==> config.mk <==
export PLATFORM = sky130hd
export DESIGN_NAME = hc595_rx
export DESIGN_NICKNAME = d
export VERILOG_FILES = /design/src/rtl/hc595_rx.sv
export SDC_FILE = /design/constraint.sdc
export NUM_CORES = 1
export LEC_CHECK = 0
export BUFFER_PORTS_ARGS = -buffer_cell sky130_fd_sc_hd__buf_4
export CAP_MARGIN = 20
export CORE_UTILIZATION = 40
export CTS_CLUSTER_DIAMETER = 30
export CTS_CLUSTER_SIZE = 8
export DETAILED_ROUTE_END_ITERATION = 10
export PLACE_DENSITY = 0.68
export SKIP_CTS_REPAIR_TIMING = 1
export SLEW_MARGIN = 10
export SYNTH_ARGS = -nofsm -noshare
export SYNTH_HDL_FRONTEND = slang
export SYNTH_SLANG_ARGS = --single-unit
==> constraint.sdc <==
create_clock -name i_sys_clk -period 3.65 [get_ports i_sys_clk]
set_input_delay 0.5475 -clock i_sys_clk [delete_from_list [all_inputs] [get_ports i_sys_clk]]
set_output_delay 0.5475 -clock i_sys_clk [all_outputs]
set_load 0.01 [all_outputs]
==> src/rtl/hc595_rx.sv <==
// hc595_rx: oversampling receiver for a 74HC595-style 3-wire serial stream.
// The three pins are synchronised to i_sys_clk. Rising edges of sh_cp shift
// ds into a shadow register. Rising edges of st_cp present that register on
// a parallel bus and flag frames whose bit count differs from WIDTH. A shift
// that stalls for TIMEOUT_CYC cycles is abandoned without producing a word.
module hc595_rx #(
    parameter int WIDTH       = 14,    // frame length in bits
    parameter int TIMEOUT_CYC = 1000,  // idle cycles before a partial frame is dropped (>= 2)
    parameter int CNT_W       = 8      // bit counter width, 2**CNT_W > WIDTH
) (
    input  logic             i_sys_clk,
    input  logic             i_reset,
    input  logic             i_sh_cp,
    input  logic             i_st_cp,
    input  logic             i_ds,
    output logic [WIDTH-1:0] o_data_out,
    output logic             o_data_valid,
    output logic             o_frame_err,
    output logic [CNT_W-1:0] o_bit_cnt,
    output logic             o_busy
);

    // Timeout counter only has to reach TIMEOUT_CYC-1.
    localparam int TO_W = (TIMEOUT_CYC > 2) ? $clog2(TIMEOUT_CYC) : 1;

    localparam logic [CNT_W-1:0] CNT_MAX   = '1;
    localparam logic [CNT_W-1:0] CNT_ZERO  = '0;
    localparam logic [CNT_W-1:0] CNT_ONE   = CNT_W'(1);
    localparam logic [CNT_W-1:0] CNT_FRAME = CNT_W'(WIDTH);
    localparam logic [TO_W-1:0]  TO_ZERO   = '0;
    localparam logic [TO_W-1:0]  TO_ONE    = TO_W'(1);
    localparam logic [TO_W-1:0]  TO_LAST   = TO_W'(TIMEOUT_CYC - 1);

    // Bit positions of the pins inside the synchroniser vectors.
    localparam int PIN_SH = 0;
    localparam int PIN_ST = 1;
    localparam int PIN_DS = 2;

    typedef enum logic {
        ST_IDLE  = 1'b0,
        ST_SHIFT = 1'b1
    } state_t;

    genvar gi;

    // ------------------------------------------------------------------
    // Pin synchronisation and edge detection
    // ------------------------------------------------------------------
    logic [2:0] w_pins;
    logic [2:0] w_sync;
    logic [1:0] w_hist;

    assign w_pins = {i_ds, i_st_cp, i_sh_cp};

    generate
        for (gi = 0; gi < 3; gi++) begin : g_sync
            logic r_meta;
            logic r_stable;

            // Two-flop synchroniser for one asynchronous pin.
            always_ff @(posedge i_sys_clk or posedge i_reset) begin
                if (i_reset) begin
                    r_meta   <= 1'b0;
                    r_stable <= 1'b0;
                end else begin
                    r_meta   <= w_pins[gi];
                    r_stable <= r_meta;
                end
            end

            assign w_sync[gi] = r_stable;
        end
    endgenerate

    // Only the two clock pins need a history flop; ds is consumed at its
    // stage-2 value, which lines it up with the sh_cp edge detected there.
    generate
        for (gi = 0; gi < 2; gi++) begin : g_hist
            logic r_prev;

            // History flop: previous synchronised level for rising-edge detect.
            always_ff @(posedge i_sys_clk or posedge i_reset) begin
                if (i_reset) begin
                    r_prev <= 1'b0;
                end else begin
                    r_prev <= w_sync[gi];
                end
            end

            assign w_hist[gi] = r_prev;
        end
    endgenerate

    logic w_sh_rise;
    logic w_st_rise;
    logic w_ds;

    assign w_sh_rise = w_sync[PIN_SH] & ~w_hist[PIN_SH];
    assign w_st_rise = w_sync[PIN_ST] & ~w_hist[PIN_ST];
    assign w_ds      = w_sync[PIN_DS];

    // ------------------------------------------------------------------
    // Receiver state
    // ------------------------------------------------------------------
    state_t           r_state;
    logic [WIDTH-1:0] r_shreg;
    logic [WIDTH-1:0] r_data_out;
    logic             r_data_valid;
    logic             r_frame_err;
    logic [CNT_W-1:0] r_bit_cnt;
    logic             r_busy;
    logic [TO_W-1:0]  r_to_cnt;

    state_t           w_state_next;
    logic [WIDTH-1:0] w_shreg_next;
    logic [WIDTH-1:0] w_data_out_next;
    logic             w_data_valid_next;
    logic             w_frame_err_next;
    logic [CNT_W-1:0] w_bit_cnt_next;
    logic             w_busy_next;
    logic [TO_W-1:0]  w_to_cnt_next;

    // Saturating increment: a runaway stream parks at the maximum count.
    logic [CNT_W-1:0] w_bit_cnt_inc;
    assign w_bit_cnt_inc = (r_bit_cnt == CNT_MAX) ? r_bit_cnt : (r_bit_cnt + CNT_ONE);

    // FSM state register.
    always_ff @(posedge i_sys_clk or posedge i_reset) begin
        if (i_reset) begin
            r_state <= ST_IDLE;
        end else begin
            r_state <= w_state_next;
        end
    end

    // Next-state and datapath decode from the detected pin edges.
    always_comb begin
        w_state_next      = r_state;
        w_shreg_next      = r_shreg;
        w_data_out_next   = r_data_out;
        w_data_valid_next = 1'b0;
        w_frame_err_next  = r_frame_err;
        w_bit_cnt_next    = r_bit_cnt;
        w_to_cnt_next     = r_to_cnt;

        // The latch always sees the shift register as it was before any
        // shift in the same cycle, and judges the count before increment.
        if (w_st_rise) begin
            w_data_out_next   = r_shreg;
            w_data_valid_next = 1'b1;
            w_frame_err_next  = (r_bit_cnt != CNT_FRAME);
        end

        // The shift register is never cleared by a latch, like a real 595.
        if (w_sh_rise) begin
            w_shreg_next = {r_shreg[WIDTH-2:0], w_ds};
        end

        case (r_state)
            ST_IDLE: begin
                w_to_cnt_next = TO_ZERO;
                if (w_sh_rise) begin
                    w_bit_cnt_next = CNT_ONE;
                    w_state_next   = ST_SHIFT;
                end else begin
                    w_bit_cnt_next = CNT_ZERO;
                end
            end

            ST_SHIFT: begin
                if (w_sh_rise) begin
                    // A coincident latch closes the old frame; this bit opens the next.
                    w_bit_cnt_next = w_st_rise ? CNT_ONE : w_bit_cnt_inc;
                    w_to_cnt_next  = TO_ZERO;
                end else if (w_st_rise) begin
                    w_bit_cnt_next = CNT_ZERO;
                    w_to_cnt_next  = TO_ZERO;
                    w_state_next   = ST_IDLE;
                end else if (r_to_cnt == TO_LAST) begin
                    // Stalled frame: drop the count silently, keep shreg and data_out.
                    w_bit_cnt_next = CNT_ZERO;
                    w_to_cnt_next  = TO_ZERO;
                    w_state_next   = ST_IDLE;
                end else begin
                    w_to_cnt_next = r_to_cnt + TO_ONE;
                end
            end

            default: begin
                w_bit_cnt_next = CNT_ZERO;
                w_to_cnt_next  = TO_ZERO;
                w_state_next   = ST_IDLE;
            end
        endcase

        w_busy_next = (w_bit_cnt_next != CNT_ZERO);
    end

    // Datapath and output registers; nothing reaches the outputs unregistered.
    always_ff @(posedge i_sys_clk or posedge i_reset) begin
        if (i_reset) begin
            r_shreg      <= '0;
            r_data_out   <= '0;
            r_data_valid <= 1'b0;
            r_frame_err  <= 1'b0;
            r_bit_cnt    <= '0;
            r_busy       <= 1'b0;
            r_to_cnt     <= '0;
        end else begin
            r_shreg      <= w_shreg_next;
            r_data_out   <= w_data_out_next;
            r_data_valid <= w_data_valid_next;
            r_frame_err  <= w_frame_err_next;
            r_bit_cnt    <= w_bit_cnt_next;
            r_busy       <= w_busy_next;
            r_to_cnt     <= w_to_cnt_next;
        end
    end

    assign o_data_out   = r_data_out;
    assign o_data_valid = r_data_valid;
    assign o_frame_err  = r_frame_err;
    assign o_bit_cnt    = r_bit_cnt;
    assign o_busy       = r_busy;

endmodule

==> reports/qor.yml <==
power_mw: 1.63
async_flop_share_pct: 100
dp.cells: 341
fin_crit_ns: 2.26
synthCells: 246
num_vias: 1782
clock.fmax_mhz: 443
vias_per_cell: 4.99
root_buffer: "clkbuf_8"
fin_setup_tns_ns: 0
place_congestion: 0.916
clock-sinks: 58
min_path_type: "input pin to async pin"
synth_most_common_cell: "nand2_1"
p_leak_nw: 1.48
synth_seq_area_share_pct: 59.9
synth-edff-count: 0
dpl_cell_area_mm2: 0.00270
synthesis.area_mm2: 0.00242
drive_above_1_share_pct: 20.0
rsz0062_at_grt: "no"
setup_ws_ns: 1.39
drc_errors: 0
ys_seq_elements: 58
rows: 27
wl_met2_um: 2070
worst_setup_path_start_kind: "flip-flop"
fin_crit_sh_pct: 61.9
cap_violations: 0
final.setup_skew_ns: 0.00516
area_growth_pct: 20.9
clk_latency_ns: 0.34
die_area_mm2: 0.00638
slew_viol_final: 0
cts_buffer_depth: 2
synth.cells.most_frequent: "nand2_1, dfrtp_1, nor2_1, a21oi_1, nand3_1"
first_pass_iters: 4
antenna_found_initial: 0
ys.flop_type: "dfrtp_1"
yosysWarnings: 0
setup_viol: 0
irDropWorstVdd_uv: 370
ios: 30
clk_pin_slew_ns: 0.06
p_per_area_mw_per_mm2: 556
cp-end-kind: "flip-flop"
syn_area_per_cell_um2: 9.86
stdcell_area_mm2: 0.00293
yosysTopAreaCellShare_pct: 59.9
grt_pass1_wl_um: 7650
wl_per_cell_um: 12.4
cts_tree: "yes"
cts_buffers: 9
tightest_slew_ns: 0.717
start_util_pct: 42.7
path_max_fanout: 7
antenna_cells: 0
final_cells: 357
die_h_um: 79.9
fin_hold_ws_ns: 0.318
ys_types: 41
synth_area_leaders: "dfrtp_1, nand2_1, nor2_1"
yosys.area.top_type: "dfrtp_1"
dpl.hpwl_um: 2990
maxUsedRoutingLayer: "met4"
cpPeakStageDelay_ns: 0.44
grt_max_degree: 35
nets: 288
portBuffers: 29
finish.utilization_pct: 51.7
crit_required_ns: 3.85
die_x_um: 79.9
hold_viol: 0
wl_met1_um: 2070
wl_met3_um: 215
ant_nets: 0
cts.htree.levels: 3
maxSlewHeadroom_pct: 52.2
grt_use_total_pct: 16.2
r2r.worst_path.cells: 7
grt_pass1_vias: 1683
grt_remaining_overflow: 0
core_mm2: 0.00568
syn_nets: 254
outcome: "completed"
place_ws_ns: 1.38
path_class: "flip-flop to flip-flop"
worstPathCellList: "ha_1, and3_1, a21oi_2, a2111oi_1, o31ai_1, o2111ai_1, or4_1"
critical_path_arrival_ns: 2.46
drt-total-wl_um: 4440
drtIter0Drc: 88
slowest_stage: "dfrtp_1"
path summary, 6_finish.rpt:
| path | slack, ns | from | end |
|---|---|---|---|
| worst max-delay path | 1.39 | o_bit_cnt[0] | o_busy |
| worst min-delay path | 0.32 | i_reset | o_data_out[13] |
| worst max register to register | 1.39 | o_bit_cnt[0] | o_busy |
| worst min register to register | 0.35 | g_sync[2].r_meta | g_sync[2].r_stable |
| max in group asynchronous | 2.55 | i_reset | o_bit_cnt[1] |
| min in group i_sys_clk | 0.32 | i_sh_cp | g_sync[0].r_meta |
kinds of logic (layout without fill, tap and decap cells):
| kind of cell | Yosys count | after routing | share of synthesized area [%] |
|---|---|---|---|
| and+or+nand+nor | 141 | 141 | 26.9 |
| DFF | 58 | 58 | 59.9 |
| AOI/OAI and AO/OA | 25 | 25 | 6.40 |
| buffers and inverters | 11 | 50 | 2.43 |
| xor gates and xnor gates | 8 | 8 | 2.89 |
| adders and majority gates | 3 | 3 | 1.55 |
critical path: cells and delay by family (launching register included):
kind | cells | cell delay, ns
AOI/OAI and AO/OA | 4 | 0.75
adders and majority gates | 1 | 0.28
DFF | 1 | 0.44
and+or+nand+nor | 2 | 0.67
flip-flops by register name (all words and copies together), names as in the netlist, 2 cells and up:
name             flops
g_sync.r_stable      3
g_hist.r_prev        2
o_data_out          14
g_sync.r_meta        3
r_shreg             14
r_to_cnt            10
o_bit_cnt            8
per-layer routing:
metal / up-vias / global-route usage, %
met5: - / 0
met4: 0 / 9.46
met3: 7 / 5.71
met2: 49 / 24.1
met1: 844 / 20.3
li1: 882 / -
power breakdown:
part | internal [mW] | leakage, nW | switching (mW)
clock network | 0.450 | 0.120 | 0.241
logic | 0.0778 | 0.601 | 0.0994
registers | 0.715 | 0.763 | 0.0486
layout by cell type (no fill, tap or decap), types with 4 or more instances in the layout:
cell	synthesis	layout
a21oi_1	9	9
and2_1	4	4
and3_1	4	4
buf_4	0	31
clkbuf_8	0	9
dfrtp_1	58	58
nand2_1	90	90
nand3_1	6	6
nor2_1	15	15
nor3_1	4	4
o21ai_1	4	4
xnor2_1	5	5
cell type report:
| type | count | area (um2) |
|---|---|---|
| clock buffer | 10 | 128 |
| multi-input combinational | 177 | 915 |
| timing repair buffer | 31 | 233 |
| fill | 522 | 2740 |
| tap | 72 | 90.1 |
| sequential | 58 | 1450 |
| clock inverter | 6 | 105 |
| inverter | 3 | 11.3 |
Note: power is estimated with default switching activity, not from simulation.
